### src/rtl/pkg_cpu.sv
// pkg_cpu: shared widths, access-size codes, opcode and state encodings for spcpu
package pkg_cpu;
    localparam int DW = 16;
    localparam int NREG = 16;
    localparam logic cpu_data_acc_sz_8 = 1'b0;
    localparam logic cpu_data_acc_sz_16 = 1'b1;
    typedef enum logic [3:0] {
        OP_ADD, OP_SUB, OP_AND, OP_OR, OP_XOR, OP_LSR, OP_LDI, OP_LUI,
        OP_LDW, OP_STW, OP_LDB, OP_STB, OP_BZ, OP_JMP, OP_SYS, OP_HALT
    } opcode_t;
    typedef enum logic [2:0] {FETCH_REQ, FETCH_WAIT, EXEC, MEM_REQ, MEM_WAIT, HALT} state_t;
endpackage

### src/rtl/spcpu_alu.sv
// spcpu_alu: combinational two-operand ALU for the register-register opcodes
module spcpu_alu
    import pkg_cpu::*;
(
    input  opcode_t       op,
    input  logic [DW-1:0] a,
    input  logic [DW-1:0] b,
    output logic [DW-1:0] y
);
    always_comb
        y = op == OP_ADD ? a + b :
            op == OP_SUB ? a - b :
            op == OP_AND ? a & b :
            op == OP_OR  ? a | b :
            op == OP_XOR ? a ^ b :
                           a >> b[3:0];
endmodule

### src/rtl/spcpu.sv
// spcpu: 16-bit multi-cycle CPU with a request/ready memory port and one level interrupt
module spcpu
    import pkg_cpu::*;
#(
    parameter logic [15:0] RESET_PC = 16'h0000,
    parameter logic [15:0] INT_VECTOR = 16'h0010
) (
    input  logic        clk,
    input  logic        reset,
    input  logic        interrupt,
    input  logic        data_ready,
    input  logic [15:0] temp_data_in,
    output logic [15:0] temp_data_out,
    output logic [15:0] data_inout_addr,
    output logic        data_acc_sz,
    output logic        data_inout_we,
    output logic        req_rdwr,
    output logic [15:0] debug_vec
);
    logic [DW-1:0] regs [NREG];
    logic [DW-1:0] pc, ir, spc, va, vb, alu_y;
    logic ie, irq_take, fetching, mem_phase, mem_wide, mem_store;
    logic [3:0] ra, rb;
    logic [7:0] imm;
    opcode_t op;
    state_t state, state_n;

    assign op = opcode_t'(ir[15:12]);
    assign ra = ir[11:8];
    assign rb = ir[7:4];
    assign imm = ir[7:0];
    assign va = regs[ra];
    assign vb = regs[rb];
    assign mem_wide = !ir[13];
    assign mem_store = ir[12];
    assign irq_take = state == FETCH_REQ && ie && interrupt;
    assign fetching = state == FETCH_REQ || state == FETCH_WAIT;
    assign mem_phase = state == MEM_REQ || state == MEM_WAIT;
    assign debug_vec = regs[0];

    spcpu_alu alu (.op(op), .a(va), .b(vb), .y(alu_y));

    // bus outputs derive from state and registers that cannot change until the wait completes
    always_comb begin
        req_rdwr = !reset && ((state == FETCH_REQ && !irq_take) || state == MEM_REQ);
        data_inout_addr = reset ? '0 : fetching ? pc : mem_phase ? {vb[15:1], vb[0] & !mem_wide} : '0;
        data_acc_sz = (reset || !mem_phase) ? cpu_data_acc_sz_16 : (mem_wide ? cpu_data_acc_sz_16 : cpu_data_acc_sz_8);
        data_inout_we = !reset && mem_phase && mem_store;
        temp_data_out = data_inout_we ? va : '0;
    end

    always_comb begin
        state_n = state;
        case (state)
            FETCH_REQ:  state_n = irq_take ? FETCH_REQ : FETCH_WAIT;
            FETCH_WAIT: state_n = data_ready ? EXEC : FETCH_WAIT;
            EXEC:       state_n = ir[15:14] == 2'b10 ? MEM_REQ : op == OP_HALT ? HALT : FETCH_REQ;
            MEM_REQ:    state_n = MEM_WAIT;
            MEM_WAIT:   state_n = data_ready ? FETCH_REQ : MEM_WAIT;
            HALT:       state_n = HALT;
            default:    state_n = FETCH_REQ;
        endcase
    end

    always_ff @(posedge clk)
        state <= reset ? FETCH_REQ : state_n;

    always_ff @(posedge clk) begin
        if (reset) begin
            pc <= RESET_PC;
            ir <= '0;
            spc <= '0;
            ie <= 1'b0;
            for (int i = 0; i < NREG; i++) regs[i] <= '0;
        end else begin
            case (state)
                FETCH_REQ: if (irq_take) begin
                    spc <= pc;
                    ie <= 1'b0;
                    pc <= INT_VECTOR;
                end
                FETCH_WAIT: if (data_ready) begin
                    ir <= temp_data_in;
                    pc <= pc + 16'd2;
                end
                EXEC: case (op)
                    OP_LDI:  regs[ra] <= {8'h00, imm};
                    OP_LUI:  regs[ra] <= {imm, va[7:0]};
                    OP_BZ:   if (va == '0) pc <= pc + {{7{imm[7]}}, imm, 1'b0};
                    OP_JMP:  pc <= va;
                    OP_SYS: begin
                        ie <= imm[1:0] == 2'd0 ? 1'b0 : imm[1:0] == 2'd3 ? ie : 1'b1;
                        pc <= imm[1:0] == 2'd2 ? spc : pc;
                    end
                    default: if (op <= OP_LSR) regs[ra] <= alu_y;
                endcase
                MEM_WAIT: if (data_ready && !mem_store)
                    regs[ra] <= mem_wide ? temp_data_in : {8'h00, temp_data_in[7:0]};
                default: ;
            endcase
        end
    end
endmodule

### config.mk
export PLATFORM = sky130hd
export DESIGN_NAME = spcpu
export DESIGN_NICKNAME = d
export VERILOG_FILES = /design/src/rtl/pkg_cpu.sv /design/src/rtl/spcpu_alu.sv /design/src/rtl/spcpu.sv
export SDC_FILE = /design/constraint.sdc
export NUM_CORES = 1
export LEC_CHECK = 0
export CORE_MARGIN = 2
export CORE_UTILIZATION = 23
export CTS_BUF_LIST = sky130_fd_sc_hd__clkbuf_4 sky130_fd_sc_hd__clkbuf_8
export DETAILED_ROUTE_END_ITERATION = 8
export PLACE_DENSITY = 0.44
export SYNTH_ARGS = -nofsm -noshare
export SYNTH_HDL_FRONTEND = slang
export SYNTH_SLANG_ARGS = --single-unit
### constraint.sdc
create_clock -name clk -period 6.7 [get_ports clk]
set_clock_uncertainty 0.15 [all_clocks]
set_input_delay 1.34 -clock clk [delete_from_list [all_inputs] [get_ports clk]]
set_output_delay 1.34 -clock clk [all_outputs]
set_load 0.02 [all_outputs]
==> flow_summary_export.csv, run 1 <==
group,metric,value,unit
synth,synthSimpleGateAreaFrac,0.1400,
floorplanning,die_height,299.4,um
setup_path,crit_path_end_kind,"flop",
timing,rsz0062_at_grt,"no",
synth,synth_compound_area_frac,0.1445,
cells_and_area,nFillCells,8992,
placement,dp.cells,3045,
synth,synth-seq-area-share,0.4428,
synth,ys_top_cells_by_area,"edfxtp_1, mux4_2, dfxtp_1, nor2_1, a21oi_1",
setup_path,reg2reg_to,"regs[9][13]",
power_and_ir_drop,seqPwrFrac,0.412,
synth,synth_top_cells_by_count,"nor2_1, edfxtp_1, nand2_1, a21oi_1, mux4_2",
cells_and_area,finalNonFillerCells,3154,
global_route,antenna_found_initial,1,
synth,synthXorXnorAreaFrac,0.008726,
synth,synth.top_cell.area_share,0.3829,
routing,ant_nets,0,
synth,synth_fa_ha_area_frac,0.04164,
global_route,grt_pass1_wl,124400,um
timing,fin_crit_sh,0.9055,
global_route,overflow,0,
power_and_ir_drop,power_density,232.2,nW/um^2
routing,routed_wirelength,87910,um
clock_network,cts_sinks,316,
synth,synth_top_family_by_area,"multiplexers",
synth,synth_ff_type,"edfxtp_1",
floorplanning,start_util,0.2318,
synth,synth.area.mux_share,0.1806,
setup_path,worstRegToRegCells,15,
routing,drtIter0Drc,2011,
routing,dr.pass1.iters,5,
synth,syn-num-nets,1946,
timing,hold_viol,0,
cells_and_area,postLayoutCoreUtil,0.2735,
synth,synth_cells,1861,
cells_and_area,diodes,0,
timing,setup_tns,0,ns
power_and_ir_drop,p_sw,1.747,mW
synth,synth_top_area_cell,"edfxtp_1",
global_route,grt_usage,0.1914,
timing,max_slew_margin,0.1611,
clock_network,cts_buffers,58,
synth,syn_avg_cell_area,10.79,um^2
run_status,outcome,"complete, no violations",
power_and_ir_drop,swShare,0.3177,
clock_network,clock_path_buffers,3,
clock_network,cts.clk_slew.worst_paths,0.06,ns
cells_and_area,syn_to_final_growth,18.00,%
power_and_ir_drop,leakage,7.919,nW
routing,vias,16990,
routing,viasPerCell,5.386,
job,cap_violations,0,
global_route,grt_pass1_vias,16820,
timing,worstMarginPinSlew,1.250,ns
placement,hpwl,61010,um
clock_network,root_buffer,"clkbuf_8",
routing,wl_per_cell,27.87,um
setup_path,crit_required,6.99,ns
power_and_ir_drop,p_comb_frac,0.207,
clock_network,cts_tree,"done",
setup_path,critPathKind,"flop to flop",
synth,synth.distinct_cells,86,
synth,ys_seq_elements,316,
timing,fmax,164.8,MHz
floorplanning,rows,108,
setup_path,rrSetupSlack,0.63,ns
cells_and_area,nNetsFinal,2036,
power_and_ir_drop,ir_drop,149.6,uV
setup_path,crit_path_start_kind,"flop",
clock_network,post_cts_hold_buffer_count,0,
placement,numPortBuffers,70,
synth,async_reset_ff_frac,0,
placement,place_congestion,0.9213,
setup_path,endpoint,"regs[9][13]",
hold_path,hold_path_class,"flop to flop",
power_and_ir_drop,power,5.500,mW
power_and_ir_drop,power.share.clock,0.381,
cells_and_area,drive_gt1_frac,0.1876,
setup_path,cp_max_fo,31,
floorplanning,core-area,86620,um^2
global_route,grt_max_degree,80,
floorplanning,pin_count,71,
synth,yosysMostFrequentCell,"nor2_1",
clock_network,cts-resized-gates,0,
routing,drc,0,
floorplanning,die_w,299.4,um
timing,hold_slack,0.3084,ns
power_and_ir_drop,internal_power,3.752,mW
timing,setup_violations,0,
clock_network,insertion_delay,0.70,ns
floorplanning,die-area,89660,um^2
synth,yosys_warnings,0,
timing,fin_crit,6.067,ns
synth,synth-edff-count,256,
clock_network,htreeDepth,2,
timing,report.final.slew_viol_count,0,
setup_path,critPathArrivalTime,6.35,ns
synth,netlist_area,20070,um^2
clock_network,cts_setup_buffers,0,
layout by cell type (no fill, tap or decap), types with 11 or more instances in the layout:
cell	instances
mux4_1	12
buf_4	97
a221oi_1	12
a21oi_1	155
nor3_1	34
edfxtp_1	256
dfxtp_1	55
a31oi_1	29
clkbuf_4	16
xnor2_1	12
o22ai_1	12
nor2_1	278
ha_1	62
nor2b_1	14
a22oi_1	56
nand3_1	26
o21ai_0	65
nand2_1	174
clkinv_1	11
mux2i_1	37
inv_1	60
clkdlybuf4s50_1	69
mux4_2	128
nand2b_1	22
a211oi_1	17
clkbuf_8	60
layer usage:
layer,vias up,global-route usage,part of all wire
li1,7263,-,-
met1,8670,0.2545,0.42
met2,864,0.3092,0.46
met3,192,0.02957,0.073
met4,0,0.08250,0.044
met5,-,0,0
area by class of cell:
cell class,count,area [um^2],area share
multi-input cells,1346,10390,0.4385
flip-flops and latches,316,8900,0.3757
well taps,1155,1445,0.06101
repair buffers,168,1444,0.06095
clock buffers,76,945.9,0.03993
clock inverters,32,337.8,0.01426
inverters,61,229.0,0.009666
state kept, by name (all words and copies together) (netlist names), named ones only:
name	flops
pc	16
regs	256
ir	16
spc	16
ie	1
state	3
power groups by stage:
| stage | clock (mW) | sequential [mW] | combinational, mW |
|---|---|---|---|
| final | 2.10 | 2.27 | 1.14 |
| after CTS | 2.14 | 2.27 | 1.12 |
| after detailed placement | 0 | 2.31 | 1.11 |
| after global routing | 2.21 | 2.27 | 1.20 |
| after floorplan | 0 | 2.25 | 0.719 |
| after global placement | 0 | 2.30 | 1.12 |
how the worst min path moves through the flow:
stage	startpoint	to	slack, ns	depth (start not counted)
2_1_floorplan	spc[4]	spc[4]	0.29	2
3_3_place_gp	spc[11]	spc[11]	0.29	2
3_5_place_dp	spc[8]	spc[8]	0.30	2
4_1_cts	spc[8]	spc[8]	0.31	2
5_1_grt	spc[0]	spc[0]	0.33	2
6_report	spc[5]	spc[5]	0.31	2
through the flow:
step / setup slack [ns] / cell area, um^2
3_3_place_gp: 0.8883 / 22400
3_5_place_dp: 0.7615 / 22400
2_1_floorplan: 0.7090 / 20070
4_1_cts: 0.7127 / 23680
5_1_grt: 0.3075 / 23690
6_report: 0.6331 / 23690
kinds of logic after synthesis:
| logic type | after synthesis |
|---|---|
| and+or+nand+nor | 634 |
| xor gates and xnor gates | 20 |
| DFF | 316 |
| muxes | 181 |
| adders and majority gates | 65 |
| buffers and inverters | 199 |
| AOI/OAI and AO/OA | 446 |
worst max-delay path: stages, from the launching register on:
cell	delay, ns
dfxtp_4	0.77
buf_4	0.39
mux4_1	0.59
a22o_1	0.26
a221oi_2	0.54
ha_1	0.43
inv_1	0.15
o21ai_0	0.13
a21oi_1	0.36
a2111oi_0	0.17
o41ai_1	0.57
o221ai_1	0.25
a2bb2o_4	0.24
a222oi_1	0.27
buf_4	0.36
nor2_1	0.08
No activity file was read; power rests on OpenSTA's default activity.
==> inputs of run 2 (changes only) <==
--- a/config.mk
+++ b/config.mk
@@ -9,7 +9,8 @@
 export CORE_UTILIZATION = 23
 export CTS_BUF_LIST = sky130_fd_sc_hd__clkbuf_4 sky130_fd_sc_hd__clkbuf_8
 export DETAILED_ROUTE_END_ITERATION = 8
-export PLACE_DENSITY = 0.44
+export DONT_BUFFER_PORTS = 1
+export PLACE_DENSITY = 0.43
 export SYNTH_ARGS = -nofsm -noshare
 export SYNTH_HDL_FRONTEND = slang
 export SYNTH_SLANG_ARGS = --single-unit
==> run 2 against run 1 <==
Worst setup slack better by 0.0068 ns. Flip-flop and latch count unchanged. Clock power down 11%. Worst hold slack better by 0.00090 ns. Routed wire length down 1.3%. Highest routed layer unchanged. Via count down 2.8%. Design area down 3.6%. Fmax up 0.11%.
==> flow_summary_export.csv, run 2 (synthesized netlist as in run 1, its figures left out) <==
group,metric,value,unit
clock_network,cts_setup_buffers,0,
cells_and_area,nNetsFinal,1962,
timing,hold_viol,0,
routing,vias,16510,
setup_path,worstRegToRegCells,16,
clock_network,post_cts_hold_buffer_count,0,
global_route,grt_pass1_wl,123600,um
routing,dr.pass1.iters,6,
hold_path,holdPathStages,2,
timing,fmax,165.0,MHz
floorplanning,pin_count,71,
cells_and_area,largest_register_ffs,256,
setup_path,crit_path_start_kind,"flop",
clock_network,cts.clk_slew.worst_paths,0.06,ns
routing,viasPerCell,5.366,
cells_and_area,max_flop_register,"regs",
timing,fin_crit,6.060,ns
clock_network,htreeDepth,2,
cells_and_area,drive_gt1_frac,0.1890,
timing,setup_tns,0,ns
hold_path,hold_path_class,"flop to flop",
floorplanning,start_util,0.2318,
clock_network,cts_tree,"done",
clock_network,cts_sinks,316,
placement,hpwl,60390,um
cells_and_area,syn_to_final_growth,13.72,%
cells_and_area,postLayoutCoreUtil,0.2636,
placement,numPortBuffers,0,
setup_path,crit_path_end_kind,"flop",
clock_network,clock_path_buffers,3,
routing,drc,0,
floorplanning,die_w,299.4,um
power_and_ir_drop,leakage,7.574,nW
clock_network,root_buffer,"clkbuf_8",
floorplanning,die_height,299.4,um
cells_and_area,diodes,0,
setup_path,critPathKind,"flop to flop",
global_route,grt_pass1_vias,16240,
routing,routed_wirelength,86810,um
timing,max_slew_margin,0.1465,
job,cap_violations,0,
global_route,overflow,0,
clock_network,cts_buffers,59,
timing,rsz0062_at_grt,"no",
setup_path,crit_required,6.96,ns
timing,report.final.slew_viol_count,0,
timing,setup_violations,0,
routing,drtIter0Drc,1896,
global_route,grt_usage,0.1900,
cells_and_area,final_common_cell,"nor2_1",
setup_path,critPathArrivalTime,6.32,ns
global_route,grt_max_degree,90,
setup_path,cp_max_fo,35,
routing,wl_per_cell,28.22,um
clock_network,insertion_delay,0.69,ns
timing,worstMarginPinSlew,1.275,ns
routing,ant_nets,0,
cells_and_area,mostFrequentLayoutCells,"nor2_1, edfxtp_1, nand2_1, a21oi_1, mux4_2",
floorplanning,core-area,86620,um^2
floorplanning,die-area,89660,um^2
placement,place_congestion,0.9283,
power_and_ir_drop,ir_drop,130.4,uV
power_and_ir_drop,power_density,228.5,nW/um^2
global_route,antenna_found_initial,0,
timing,fin_crit_sh,0.9045,
floorplanning,rows,108,
clock_network,cts-resized-gates,0,
run_status,outcome,"complete, no violations",
==> run 2: cell types whose count changed in the layout (fill, tap and decap cells not counted), sizes merged <==
| cell | change |
|---|---|
| clkinvlp | -1 |
| clkbuf | +5 |
| bufinv | -5 |
| inv | -2 |
| buf | -6 |
| clkdlybuf4s50 | -69 |
==> run 2: cell type report <==
type / instances / area (um^2)
Sequential cell: 316 / 8900
Inverter: 61 / 229.0
Clock inverter: 24 / 152.6
Tap cell: 1155 / 1445
Fill cell: 9101 / 63790
Clock buffer: 81 / 977.2
Multi-Input combinational cell: 1346 / 10390
Timing Repair Buffer: 93 / 735.7
==> run 2: worst max-delay path, stage by stage (launching register included) <==
cell and delay [ns]:
dfxtp_4 0.59, buf_12 0.34, mux4_2 0.54, a22o_1 0.25, a221oi_2 0.63, inv_1 0.41
ha_1 0.35, or2_2 0.33, nor4_1 0.27, buf_4 0.20, o31ai_1 0.10, a211oi_1 0.30
o221ai_1 0.17, a2bb2o_4 0.24, a222oi_1 0.42, buf_4 0.37, nor2_1 0.07
==> run 2: stage by stage <==
stage	setup WS (ns)	total power [mW]	instance area [um^2]	hold slack, ns	instances
floorplan	0.7090	2.971	20070	0.2860	1861
global placement	0.6378	3.378	21700	0.2872	2971
detailed placement	0.6072	3.379	21700	0.2965	2971
CTS	0.5825	5.244	22830	0.3048	3076
global route	0.2448	5.415	22830	0.3214	3076
finish	0.6400	5.215	22830	0.3093	3076
==> run 2: final timing paths <==
check                           startpoint          end  slack (ns)
worst max-delay path                  flop  regs[5][13]        0.64
worst min-delay path               spc[15]      spc[15]        0.31
worst max register to register        flop  regs[5][13]        0.64
worst min register to register     spc[15]      spc[15]        0.31
==> run 2: power breakdown <==
part	internal (mW)	leakage (nW)	switching (mW)
logic	0.381	3.84	0.715
clock network	0.980	0.599	0.875
registers	2.18	3.13	0.0823
total	3.54	7.57	1.67
==> run 2: metal layers <==
| metal | wire length (um) | share of wire | vias up | track usage |
|---|---|---|---|---|
| li1 | - | - | 7099 | - |
| met1 | 37160 | 0.43 | 8541 | 0.2574 |
| met2 | 40570 | 0.47 | 740 | 0.3079 |
| met3 | 6385 | 0.074 | 126 | 0.03551 |
| met4 | 2686 | 0.031 | 0 | 0.05750 |
| met5 | 0 | 0 | - | 0 |
==> inputs of run 3 (changes only) <==
--- a/config.mk
+++ b/config.mk
@@ -5,6 +5,7 @@
 export SDC_FILE = /design/constraint.sdc
 export NUM_CORES = 1
 export LEC_CHECK = 0
+export CAP_MARGIN = 25
 export CORE_MARGIN = 2
 export CORE_UTILIZATION = 23
 export CTS_BUF_LIST = sky130_fd_sc_hd__clkbuf_4 sky130_fd_sc_hd__clkbuf_8
==> run 3 against run 2 <==
Routed wire length is essentially flat. Clock power up 11%. Register-to-register slack is essentially flat. Worst hold slack got worse by 0.0020 ns. Combinational power about the same. Flip-flop and latch count is the same. Design area up 0.75%. Critical path type unchanged. Worst setup slack got worse by 0.0028 ns. Die area unchanged. Critical path depth fell by 1. Sequential power is essentially flat. Global-route usage about the same.
==> flow_summary_export.csv, run 3 (synthesized netlist as in run 1, its figures left out) <==
group,metric,value,unit
cells_and_area,max_flop_register,"regs",
setup_path,crit_path_start_kind,"flop",
cells_and_area,final_common_cell,"nor2_1",
clock_network,cts_sinks,316,
cells_and_area,postLayoutCoreUtil,0.2655,
clock_network,clock_path_buffers,3,
floorplanning,pin_count,71,
floorplanning,rows,108,
cells_and_area,syn_to_final_growth,14.57,%
routing,dr.pass1.iters,5,
placement,numPortBuffers,0,
clock_network,cts_setup_buffers,0,
global_route,antenna_found_initial,2,
setup_path,critPathArrivalTime,6.31,ns
setup_path,critPathKind,"flop to flop",
timing,report.final.slew_viol_count,0,
setup_path,crit_path_end_kind,"flop",
routing,routed_wirelength,86810,um
power_and_ir_drop,ir_drop,138.7,uV
cells_and_area,largest_register_ffs,256,
routing,drc,0,
placement,dp.cells,2973,
power_and_ir_drop,power_density,235.5,nW/um^2
timing,hold_viol,0,
timing,setup_tns,0,ns
global_route,grt_pass1_vias,16440,
placement,place_congestion,0.9283,
clock_network,root_buffer,"clkbuf_8",
clock_network,cts.clk_slew.worst_paths,0.06,ns
routing,viasPerCell,5.368,
cells_and_area,multi_input_area,10390,um^2
floorplanning,die_height,299.4,um
hold_path,hold_path_class,"flop to flop",
floorplanning,core-area,86620,um^2
timing,fin_crit,6.063,ns
routing,drtIter0Drc,1885,
clock_network,insertion_delay,0.69,ns
routing,wl_per_cell,28.14,um
cells_and_area,nNetsFinal,1964,
cells_and_area,seqCellArea,8900,um^2
cells_and_area,drive_gt1_frac,0.1933,
placement,hpwl,60460,um
timing,rsz0062_at_grt,"no",
timing,worstMarginPinSlew,1.030,ns
global_route,grt_pass1_wl,123300,um
cells_and_area,finalNonFillerCells,3085,
cells_and_area,diodes,0,
global_route,overflow,0,
routing,ant_nets,0,
job,cap_violations,0,
clock_network,cts_buffers,59,
global_route,grt_max_degree,90,
timing,fmax,164.9,MHz
routing,vias,16560,
timing,max_slew_margin,0.3132,
setup_path,cp_max_fo,35,
cells_and_area,nFillCells,9139,
power_and_ir_drop,leakage,7.651,nW
clock_network,post_cts_hold_buffer_count,0,
cells_and_area,mostFrequentLayoutCells,"nor2_1, edfxtp_1, nand2_1, a21oi_1, mux4_2",
clock_network,htreeDepth,2,
clock_network,cts_tree,"done",
run_status,outcome,"complete, no violations",
floorplanning,die_w,299.4,um
timing,setup_violations,0,
clock_network,cts-resized-gates,0,
setup_path,crit_required,6.95,ns
global_route,grt_usage,0.1899,
floorplanning,die-area,89660,um^2
timing,fin_crit_sh,0.9049,
floorplanning,start_util,0.2318,
==> run 3: changes by cell type in the layout (fill, tap and decap cells not counted), sizes merged <==
cell and change:
buf +2, bufinv +3, clkbuf -6, clkinv +5
clkinvlp +3, inv +2
==> run 3: critical path: stages (launching register included) <==
cell,delay [ns]
dfxtp_4,0.59
buf_12,0.32
mux4_1,0.61
a22o_1,0.26
a221oi_2,0.56
ha_1,0.44
inv_1,0.15
o21ai_0,0.13
a21oi_1,0.36
a2111oi_0,0.16
o41ai_1,0.60
o221ai_1,0.25
a2bb2o_4,0.24
a222oi_1,0.43
buf_4,0.36
nor2_1,0.08
==> run 3: metrics by stage <==
stage	area (um^2)	power, mW	hold WS, ns	setup WS [ns]
after floorplan	20070	2.971	0.2860	0.7090
after global placement	21700	3.378	0.2872	0.6378
after detailed placement	21720	3.380	0.2969	0.6145
after CTS	23000	5.441	0.3069	0.5759
after global routing	23000	5.616	0.3284	0.1026
final	23000	5.416	0.3073	0.6372
==> run 3: cell type report <==
type                       instances  area share
multi-input combinational       1346      0.4517
clock inverter                    37     0.01311
inverter                          61    0.009955
tap                             1155     0.06283
timing repair buffer              95     0.03297
sequential                       316      0.3870
clock buffer                      75     0.04243
==> run 3: per-layer routing <==
metal / track usage / share of wire / routed length, um / up-vias
met3: 0.03312 / 0.075 / 6495 / 160
met1: 0.2573 / 0.43 / 37110 / 8510
met2: 0.3038 / 0.46 / 39840 / 753
met5: 0 / 0.00015 / 13 / -
met4: 0.06952 / 0.039 / 3353 / 2
li1: - / - / - / 7134
==> run 3: path summary, 6_finish.rpt <==
path          start           to  slack [ns]  cells after the start
max reg2reg    flop  regs[9][13]        0.64                     15
max            flop  regs[9][13]        0.64                     15
min reg2reg  spc[1]       spc[1]        0.31                      2
min          spc[1]       spc[1]        0.31                      2
==> run 3: report_power, final <==
part,total (mW),switching [mW],internal [mW],leakage (nW)
clock,2.06,0.936,1.12,0.665
sequential,2.26,0.0826,2.18,3.13
combinational,1.09,0.713,0.382,3.85
